**config.mk**
```make
export PLATFORM = sky130hd
export DESIGN_NAME = e15_prog_loader
export DESIGN_NICKNAME = d
export VERILOG_FILES = /design/src/rtl/e15_prog_loader.sv
export SDC_FILE = /design/constraint.sdc
export NUM_CORES = 1
export LEC_CHECK = 0
export ABC_AREA = 1
export BUFFER_PORTS_ARGS = -buffer_cell sky130_fd_sc_hd__buf_2
export CAP_MARGIN = 10
export CORE_MARGIN = 4
export CORE_UTILIZATION = 40
export CTS_BUF_LIST = sky130_fd_sc_hd__clkbuf_8
export CTS_CLUSTER_SIZE = 28
export DETAILED_ROUTE_END_ITERATION = 8
export REMOVE_ABC_BUFFERS = 1
export SYNTH_ARGS = -nofsm -noshare
export SYNTH_HDL_FRONTEND = slang
export SYNTH_SLANG_ARGS = --single-unit
```
**constraint.sdc**
```tcl
create_clock -name clk -period 2.65 [get_ports clk]
set_input_delay 0.265 -clock clk [delete_from_list [all_inputs] [get_ports clk]]
set_output_delay 0.265 -clock clk [all_outputs]
set_load 0.005 [all_outputs]
```
**src/rtl/e15_prog_loader.sv**
```systemverilog
// e15_prog_loader: serial MSB-first loader for the E15 program memory.
// Assembles instruction words from a bitstream and writes them into the memory.
// Pads short programs with 12'h000, then releases the processor via cpu_run.
module e15_prog_loader #(
  parameter int unsigned WORD_W = 12,
  parameter int unsigned DEPTH  = 16
) (
  input  logic                         clk,
  input  logic                         reset_n,
  input  logic                         load_start,
  input  logic                         ser_valid,
  input  logic                         ser_data,
  input  logic                         load_end,
  input  logic [$clog2(DEPTH)-1:0]     pc,
  output logic [WORD_W-1:0]            instr,
  output logic                         cpu_run,
  output logic                         load_done,
  output logic                         load_err,
  output logic [$clog2(DEPTH+1)-1:0]   word_count
);

  localparam int unsigned AW     = $clog2(DEPTH);
  localparam int unsigned CNT_W  = $clog2(DEPTH + 1);
  localparam int unsigned BC_W   = $clog2(WORD_W);
  localparam int unsigned SHIFT_W = WORD_W - 1;

  typedef enum logic [2:0] {
    ST_IDLE,
    ST_LOAD,
    ST_FILL,
    ST_RUN,
    ST_ERR
  } state_e;

  state_e               state_q, state_d;
  logic [SHIFT_W-1:0]   shift_q, shift_d;
  logic [BC_W-1:0]      bit_cnt_q, bit_cnt_d;
  logic [CNT_W-1:0]     wc_q, wc_d;
  logic                 cpu_run_q, cpu_run_d;
  logic                 load_done_q, load_done_d;
  logic                 load_err_q, load_err_d;

  logic                 we_c;
  logic [AW-1:0]        waddr_c;
  logic [WORD_W-1:0]    wdata_c;

  logic [WORD_W-1:0]    mem_q [DEPTH];

  // Next-state, counter and memory-write decode.
  always_comb begin
    state_d     = state_q;
    shift_d     = shift_q;
    bit_cnt_d   = bit_cnt_q;
    wc_d        = wc_q;
    cpu_run_d   = cpu_run_q;
    load_done_d = 1'b0;
    load_err_d  = load_err_q;
    we_c        = 1'b0;
    waddr_c     = wc_q[AW-1:0];
    wdata_c     = '0;

    unique case (state_q)
      ST_IDLE, ST_RUN, ST_ERR: begin
        if (load_start) begin
          state_d    = ST_LOAD;
          bit_cnt_d  = '0;
          wc_d       = '0;
          load_err_d = 1'b0;
          cpu_run_d  = 1'b0;
        end
      end

      ST_LOAD: begin
        if (load_end) begin
          // The bit presented alongside load_end is dropped.
          if (bit_cnt_q == '0) begin
            if (wc_q == CNT_W'(DEPTH)) begin
              state_d     = ST_RUN;
              cpu_run_d   = 1'b1;
              load_done_d = 1'b1;
            end else begin
              state_d = ST_FILL;
            end
          end else begin
            state_d    = ST_ERR;
            load_err_d = 1'b1;
            cpu_run_d  = 1'b0;
          end
        end else if (ser_valid) begin
          shift_d = {shift_q[SHIFT_W-2:0], ser_data};
          if (bit_cnt_q == BC_W'(WORD_W - 1)) begin
            we_c      = 1'b1;
            wdata_c   = {shift_q, ser_data};
            wc_d      = wc_q + CNT_W'(1);
            bit_cnt_d = '0;
            if (wc_q == CNT_W'(DEPTH - 1)) begin
              state_d     = ST_RUN;
              cpu_run_d   = 1'b1;
              load_done_d = 1'b1;
            end
          end else begin
            bit_cnt_d = bit_cnt_q + BC_W'(1);
          end
        end
      end

      ST_FILL: begin
        // Pad one entry per cycle with jmp 0 until the memory is full.
        we_c    = 1'b1;
        wdata_c = '0;
        wc_d    = wc_q + CNT_W'(1);
        if (wc_q == CNT_W'(DEPTH - 1)) begin
          state_d     = ST_RUN;
          cpu_run_d   = 1'b1;
          load_done_d = 1'b1;
        end
      end

      default: begin
        state_d = ST_IDLE;
      end
    endcase
  end

  // Control state and counter registers.
  always_ff @(posedge clk or negedge reset_n) begin
    if (!reset_n) begin
      state_q     <= ST_IDLE;
      shift_q     <= '0;
      bit_cnt_q   <= '0;
      wc_q        <= '0;
      cpu_run_q   <= 1'b0;
      load_done_q <= 1'b0;
      load_err_q  <= 1'b0;
    end else begin
      state_q     <= state_d;
      shift_q     <= shift_d;
      bit_cnt_q   <= bit_cnt_d;
      wc_q        <= wc_d;
      cpu_run_q   <= cpu_run_d;
      load_done_q <= load_done_d;
      load_err_q  <= load_err_d;
    end
  end

  // Program memory: zeroed by reset, single write port, async read by pc.
  always_ff @(posedge clk or negedge reset_n) begin
    if (!reset_n) begin
      for (int i = 0; i < int'(DEPTH); i++) begin
        mem_q[i] <= '0;
      end
    end else if (we_c) begin
      mem_q[waddr_c] <= wdata_c;
    end
  end

  assign instr      = mem_q[pc];
  assign cpu_run    = cpu_run_q;
  assign load_done  = load_done_q;
  assign load_err   = load_err_q;
  assign word_count = wc_q;

endmodule
```
# Word-level counts from Yosys, hierarchy flattened
# Index checks and enable logic that the tools add are counted.
op_classes:
  addsub: 2
  n_mul: 0
  n_div: 0
  magnitude_cmp: 3
  n_eq_ne: 16
  shifts: 0
  muxes: 50
  n_bitwise: 3
  reduce_logical: 12
op_table:
  columns: ["op", "n"]
  rows:
  - ["bitwise mux 192 bit", 1]
  - ["two-way mux 12 bit", 7]
  - ["binary-select mux 12 bit (select 4 bit)", 1]
  - ["demux 12 bit (select 4 bit)", 1]
  - ["two-way mux 5 bit", 4]
  - ["two-way mux 1 bit", 19]
  - ["two-way mux 3 bit", 6]
  - ["two-way mux 4 bit", 4]
  - ["one-hot mux 5 bit (3 select lines)", 1]
  - ["inequality test 2 bit, second input constant", 6]
  - ["greater-or-equal comparator 5 bit, second input constant", 2]
  - ["NOT 4 -> 5 bit", 2]
  - ["AND reduction 5 bit", 2]
  - ["one-hot mux 3 bit (3 select lines)", 1]
  - ["one-hot mux 4 bit (2 select lines)", 1]
  - ["AND reduction 4 bit", 2]
  - ["== test 3 x 2 -> 1 bit, second input constant", 2]
  - ["inequality test 3 bit, second input constant", 2]
  - ["one-hot mux 1 bit (2 select lines)", 3]
  - ["AND reduction 3 bit", 2]
  - ["adder 5 x 1 -> 5 bit, second input constant", 1]
  - ["== test 5 x 4 -> 1 bit, second input constant", 1]
  - ["== test 5 bit, second input constant", 1]
  - ["less-than comparator 5 x 1 -> 1 bit, second input constant", 1]
  - ["other kinds (13)", 13]
word_totals:
  reg_bits: 218
  latchBits: 0
  ram_bits: 0
  romBits: 0
  in_bits: 10
  output_inout_bits: 20
  word_cells: 109
  mem_count: 0

# Logic depth before layout (Yosys ltp)
# Gate-level depths: netlist of the first run.
depth:
  word_depth: 6
  mapped_depth: 11
  depth_no_buf: 10

# Worst setup path before layout of the first run
# OpenSTA, ideal clock, no wires.
synth_timing:
  path_kind: "register -> register"
  startpoint: "register wc_q[0], in the netlist word_count[0]"
  endpoint: "register cpu_run_q, in the netlist cpu_run"
  setup_ns: 0.065
  arrival_ns: 1.828
  required_ns: 2.585
  path_slack_ns: 0.757
  path_stages_with_launch: 12
  n_path_buf: 1
  synth_period_minus_slack_ns: 1.893
  path_cell_list: "dfrtp_1 ha_1 inv_1 nor2_1 clkbuf_1 ha_1 inv_1 nor2_1 inv_1 nand3_1 nand2_1 nand2_1"
synth_between:
  elab_chain_len: 6
  word_cells_on_any_way: 9
  cone_classes: "eq/ne: 3; mux: 5; reduce/logical: 1"
synth_lines:
  columns: ["element", "line", "source"]
  rows:
  - ["start, declared", "38", "logic [CNT_W-1:0] wc_q, wc_d;"]
  - ["start signal, assigned", "139", "wc_q <= wc_d;"]
  - ["== test 5 x 4 -> 1 bit", "96, 112", null]
  - ["two-way mux 1 bit (4 in a row)", null, null]
  - ["one-hot mux 1 bit (3 select lines)", null, null]
  - ["end signal, assigned", "140", "cpu_run_q <= cpu_run_d;"]
  - ["end, declared", "39", "logic cpu_run_q, cpu_run_d;"]
# Parallel ways exist; a longest one is shown, timed or not. The select of a mux whose other input is x is not followed.
# A chain may end at the register's enable or synchronous reset.

# Final worst setup path of the first run
layout_timing:
  startpoint: "register wc_q[0], in the netlist word_count[0]"
  endpoint: "register mem_q[111] in the netlist's numbering"
layout_between:
  elab_chain_len: 6
  word_cells_on_any_way: 7
  cone_classes: "order compare: 2; mux: 3; bitwise: 1; reduce/logical: 1"
layout_lines:
  columns: ["element", "line", "source"]
  rows:
  - ["NOT 4 -> 5 bit (not written as such) *", "153", "mem_q[waddr_c] <= wdata_c;"]
  - ["greater-or-equal comparator 5 bit (not written as such) or less-than comparator 5 x 1 -> 1 bit (tied branches)", "153", null]
  - ["logical AND 1 bit (not written as such)", "153", null]
  - ["two-way mux 12 bit (not written as such)", "153", null]
  - ["demux 12 bit (select 4 bit) *", "153", null]
  - ["bitwise mux 192 bit *", "153", null]
  - ["end signal, assigned by index", "153", null]
  - ["end, declared", "47", "logic [WORD_W-1:0] mem_q [DEPTH];"]
# Every way passes the cells marked *; elsewhere a longest branch is shown, timed or not.

==> results.toml, run 1 <==
[global_routing]
grt_pass1_vias = 10100
grt_overflow = 0
global_route.usage.total = 0.226
pin_count_of_the_biggest_net_entering_global_routing = 73
grt_first_pass_wirelength_um = 56900
antenna_found_initial = 0

[clock_tree]
cts_setup_buffers = 0
clkSlewWorstSetupHoldPaths_ns = 0.06
cts_tree = "yes"
number_of_sinks_driven_by_the_clock_tree = 218
cts.htree.levels = 2
cts-root-buf = "clkbuf_8"
clock_tree.buffer_depth = 3
clock_latency_reported_for_the_late_side_of_the_worst_skew_pair_ns = 0.54
tritoncts.num_buffers = 40

[die]
core_um2 = 28600
die_h_um = 178
die_area_um2 = 31800
floorplan.initialDensity = 0.405
die_w_um = 178
ios = 30
std_cell_rows = 62

[cells_and_area]
num_antenna_cells = 0
area.growth.synth_to_final_pct = 10.8
final_net_count = 1665
finish.utilization = 0.449
drive_above_1_share = 0.0920

[critical_path]
crit_slowest_cell = "nor2_1"
critPathBufInv = 2
cp_common_cell = "nand2_1"
arrival_ns = 2.87
family_with_the_most_delay_on_the_worst_path = "simple AND/OR/NAND/NOR gates"
cp-start-kind = "register"
crit_fanout = 13
timing.critical_path.to_type = "register"
timing_worst_setup_path_type = "reg2reg"
critical-path-max-stage-delay_ns = 0.77
crit_chain = "inv_1 -> ha_1 -> inv_1 -> nor2_1 -> nand2_1 -> nand2_1 -> nand2_1"
required_ns = 3.07

[routing]
viasPerCell = 5.16
firstDrtPassIters = 5
detailroute.via_count = 10600
detail_route.drc_violations = 0
detailedRoute.firstIterationViolations = 1071
wirelength_um = 35300
antenna_violating_nets_post_route = 0
routedWlPerCell_um = 17.2

[power]
leakage_nw = 7.08
total_design_power_mw = 7.92
ir_worst_vdd_uv = 446
pwr_density_cell_nw_per_um2 = 617

[sta]
finalSetupViolCount = 0
skew_ns = 0.0280
setup_total_negative_slack_ns = 0
worst-slew-pin-transition_ns = 0.982
achievable-frequency_mhz = 409
slew_violations = 0
rsz0062_at_grt = "no"
relSlewSlack = 0.343
min_period_ns = 2.45
final_min_period_over_clock_period = 0.923
timing.final.hold_violations = 0

[status]
outcome = "completed"

[synth]
ys_seq_area_frac = 0.470
synthCells = 1649
syn-mean-instance-area_um2 = 7.03
ys_seq_elements = 218
yosys_warnings = 0
synth_cell_type_count = 25
syn-cell-area_um2 = 11600

[placed_design]
port-buffer-count = 29
finalWeightedCongestion = 0.826
place.detailed.hpwl_um = 22200

[hold_path]
hold_path.class = "in2reg"

[run]
maxCapViolCount = 0
[flip-flops by register name (all words and copies together) (netlist names)]
register	count
bit_cnt_q	4
cpu_run	1
load_done	1
load_err	1
mem_q	192
shift_q	11
state_q	3
word_count	5
[cell families (layout without fill, tap and decap cells)]
kind of cell | after synthesis | in the layout | share of synthesized area
buffers and inverters | 198 | 223 | 0.0759
flip-flops | 218 | 218 | 0.470
AND/OR/NAND/NOR | 1200 | 1200 | 0.435
adder cells (fa/ha/maj) | 7 | 7 | 0.00755
XOR/XNOR | 1 | 1 | 0.000756
AO/OA/AOI/OAI | 25 | 25 | 0.0108
[where the power goes]
group / internal (mW) / switching [mW]
Combinational: 0.345 / 1.03
Clock: 1.60 / 1.41
Sequential: 3.43 / 0.108
[placed cells by master (no fill, tap or decap)]
cell,instances
nand2_1,781
nand3_1,310
dfrtp_1,218
inv_1,95
nor2_1,64
clkbuf_8,47
buf_4,38
buf_2,27
o21ai_0,24
nor2_2,16
nand4_1,14
ha_1,7
buf_12,6
nand3_2,5
nor2_4,4
inv_2,3
clkinvlp_4,3
dlygate4sd3_1,2
clkinv_1,1
nand2_2,1
nor2_8,1
nand2_8,1
or2_1,1
a21oi_1,1
xnor2_1,1
or2_2,1
nor3_1,1
buf_8,1
[area by class of cell]
class                   instances  area (um^2)
clock buffers                  47          647
clock inverters                21         90.1
fillers                      2986        15800
inverters                      81          304
multi-input cells            1233         5290
flip-flops and latches        218         5460
well taps                     384          480
repair buffers                 74          576
[what timing repair did]
| item | CTS | global route |
|---|---|---|
| setup endpoints to repair | 0 | 83 |
| endpoints found under the hold margin | 68 | 0 |
| resized for setup | 0 | 7 |
| hold buffers | 2 | 0 |
[cells in the mapped netlist]
cell      number  area share
a21oi_1        1     0.00043
buf_1          4      0.0013
buf_2         43       0.019
buf_4         20       0.013
buf_6          1     0.00097
clkbuf_1      49       0.016
clkinv_1       2     0.00065
dfrtp_1      218        0.47
ha_1           7      0.0076
inv_1         77       0.025
inv_2          2     0.00065
nand2_1      781        0.25
nand2_2        2      0.0011
nand3_1      310        0.13
nand3_2        5      0.0043
nand4_1       14      0.0076
nor2_1        71       0.023
nor2_2         9      0.0049
nor2_4         4      0.0039
nor2_8         1      0.0017
nor3_1         1     0.00043
o21ai_0       24       0.010
or2_1          1     0.00054
or2_2          1     0.00054
xnor2_1        1     0.00076
[worst paths after layout]
check,startpoint,end,slack (ns),cells after the start
min in group asynchronous,reset_n,mem_q[65]$_DFFE_PN0P_,0.28,2
worst min-delay path,load_start,cpu_run$_DFFE_PN0P_,0.10,6
max in group asynchronous,reset_n,mem_q[98]$_DFFE_PN0P_,1.54,3
worst min register to register,mem_q[78]$_DFFE_PN0P_,mem_q[78]$_DFFE_PN0P_,0.47,2
worst max register to register,word_count[0]$_DFFE_PN0P_,mem_q[111]$_DFFE_PN0P_,0.20,7
worst max-delay path,word_count[0]$_DFFE_PN0P_,mem_q[111]$_DFFE_PN0P_,0.20,7
[per-stage QoR]
stage | std cells | hold WS (ns) | area (um^2) | setup slack, ns
floorplan | 1532 | -0.0306 | 11000 | -1.40
global placement | 1988 | 0.283 | 12100 | 0.0729
detailed placement | 1988 | 0.278 | 12100 | 0.0160
CTS | 2058 | 0.0792 | 12800 | 0.00256
global route | 2058 | 0.127 | 12800 | 0.0367
finish | 2058 | 0.104 | 12800 | 0.204
[tightest hold or removal path: stages]
cell     delay, ns
buf_2         0.09
nand2_1       0.05
nand2_1       0.05
nand2_1       0.06
nand2_1       0.06
nand2_1       0.04
[per-layer routing]
| metal | track usage | up-vias | share of wire |
|---|---|---|---|
| met2 | 0.342 | 372 | 0.45 |
| li1 | - | 5181 | - |
| met5 | 0 | - | 0 |
| met4 | 0.0636 | 0 | 0.027 |
| met3 | 0.0466 | 65 | 0.071 |
| met1 | 0.329 | 5009 | 0.46 |
(Power assumes the default switching activity.)
==> inputs of run 2 (changes only) <==
--- a/config.mk
+++ b/config.mk
@@ -9,7 +9,7 @@
 export BUFFER_PORTS_ARGS = -buffer_cell sky130_fd_sc_hd__buf_2
 export CAP_MARGIN = 10
 export CORE_MARGIN = 4
-export CORE_UTILIZATION = 40
+export CORE_UTILIZATION = 25
 export CTS_BUF_LIST = sky130_fd_sc_hd__clkbuf_8
 export CTS_CLUSTER_SIZE = 28
 export DETAILED_ROUTE_END_ITERATION = 8
==> results.toml, run 2 (synthesized netlist as in run 1, its figures left out) <==
[status]
outcome = "completed"

[placed_design]
numPlacedInstances = 2222
port-buffer-count = 29
place.detailed.hpwl_um = 24400
finalWeightedCongestion = 0.852
dpl_cell_area_um2 = 12500

[routing]
detailedRoute.firstIterationViolations = 1255
wirelength_um = 37300
wl_met2_um = 15900
drt-met1-wl_um = 17300
viasPerCell = 4.77
antenna_violating_nets_post_route = 0
detailroute.wirelength.met3_um = 3140
detail_route.drc_violations = 0
routedWlPerCell_um = 16.3
firstDrtPassIters = 6
detailroute.via_count = 10900
top_layer_used = "met4"

[clock_tree]
cts_resized = 0
tritoncts.num_buffers = 38
cts.htree.levels = 2
clock_latency_reported_for_the_late_side_of_the_worst_skew_pair_ns = 0.56
clkSlewWorstSetupHoldPaths_ns = 0.06
number_of_sinks_driven_by_the_clock_tree = 218
cts_tree = "yes"
cts-root-buf = "clkbuf_8"
clock_tree.buffer_depth = 3

[global_routing]
antenna_found_initial = 2
grt_pass1_vias = 10400
pin_count_of_the_biggest_net_entering_global_routing = 97
global_route.usage.total = 0.148
grt_first_pass_wirelength_um = 60000
grt_overflow = 0

[critical_path]
timing_worst_setup_path_type = "reg2reg"
timing.critical_path.to_type = "register"
required_ns = 3.08
cp-start-kind = "register"
arrival_ns = 2.65
crit_fanout = 31

[die]
floorplan.initialDensity = 0.254
core_um2 = 45600
die_h_um = 223
die_w_um = 223
die_area_um2 = 49900
std_cell_rows = 78
ios = 30

[sta]
relSlewSlack = 0.544
finalSetupViolCount = 0
slew_violations = 0
timing.final.hold_violations = 0
achievable-frequency_mhz = 449
min_period_ns = 2.23
whs_ns = 0.0952
worst-slew-pin-transition_ns = 0.685
skew_ns = 0.0187
rsz0062_at_grt = "no"
final_min_period_over_clock_period = 0.841

[cells_and_area]
top_register = "mem_q"
area.growth.synth_to_final_pct = 14.0
non_filler_cells_in_the_finished_layout = 2289
num_antenna_cells = 0
mostFrequentLayoutCell = "nand2_1"
final_net_count = 1681
drive_above_1_share = 0.0983
largest_register_ff_count = 192
stdcell_area_um2 = 13200
layout.cells.most_common_list = "nand2_1, nand3_1, dfrtp_1"

[hold_path]
hold_path.class = "in2reg"

[run]
maxCapViolCount = 0

[power]
leakage_nw = 7.16
ir_worst_vdd_uv = 525
pwr_density_cell_nw_per_um2 = 607
## run 2: cell types whose count changed in the layout (fill, tap and decap cells not counted), sizes merged
cell / delta
buf: +18
clkinv: +2
clkinvlp: -3
inv: -2
## run 2: power by group
part           switching [mW]  leakage, nW  internal [mW]
registers               0.109         3.03           3.43
clock network            1.44        0.429           1.60
logic                    1.06         3.70          0.389
total                    2.61         7.16           5.41
## run 2: through the flow
| step | util | total power, mW | setup slack [ns] | TNS, ns |
|---|---|---|---|---|
| after global routing | 0.290 | 8.45 | 0.257 | 0 |
| after CTS | 0.290 | 8.10 | 0.444 | 0 |
| after floorplan | - | 4.36 | -1.40 | -268.14 |
| final | 0.290 | 8.02 | 0.421 | 0 |
| after detailed placement | 0.274 | 5.04 | 0.452 | 0 |
| after global placement | 0.274 | 5.00 | 0.472 | 0 |
## run 2: final cells by class
type / instances / area (um^2)
well taps: 600 / 751
fillers: 4964 / 32400
clock buffers: 47 / 647
flip-flops and latches: 218 / 5460
clock inverters: 18 / 80.1
inverters: 81 / 304
multi-input cells: 1233 / 5270
repair buffers: 92 / 711
## run 2: final timing paths
check                                              start                    end  slack [ns]  depth (start not counted)
worst max-delay path            bit_cnt_q[0]$_DFFE_PN0P_  mem_q[67]$_DFFE_PN0P_        0.42                          9
worst min-delay path                          load_start   load_err$_DFFE_PN0P_         0.1                          6
worst max register to register  bit_cnt_q[0]$_DFFE_PN0P_  mem_q[67]$_DFFE_PN0P_        0.42                          9
worst min register to register     mem_q[76]$_DFFE_PN0P_  mem_q[76]$_DFFE_PN0P_        0.47                          2
max in group asynchronous                        reset_n  mem_q[69]$_DFFE_PN0P_        1.50                          3
min in group asynchronous                        reset_n  mem_q[15]$_DFFE_PN0P_        0.29                          2
## run 2: layer usage
| layer | global-route usage | up-vias |
|---|---|---|
| li1 | - | 5214 |
| met1 | 0.218 | 5215 |
| met2 | 0.217 | 410 |
| met3 | 0.0371 | 75 |
| met4 | 0.0390 | 0 |
| met5 | 0 | - |
## run 2: what timing repair did
item | 4_1_cts | 5_1_grt
setup endpoints to repair | 0 | 0
buffers inserted | 0 | 0
hold endpoints to repair | 73 | 0
hold buffers | 2 | 0
## run 2: critical path, stage by stage (launching register included)
cell	delay, ns
dfrtp_1	0.44
ha_1	0.23
nand2_1	0.08
nor2_2	0.12
nand3_2	0.17
nand2_8	0.24
buf_12	0.22
nand2_1	0.37
nand2_1	0.16
nand2_1	0.06
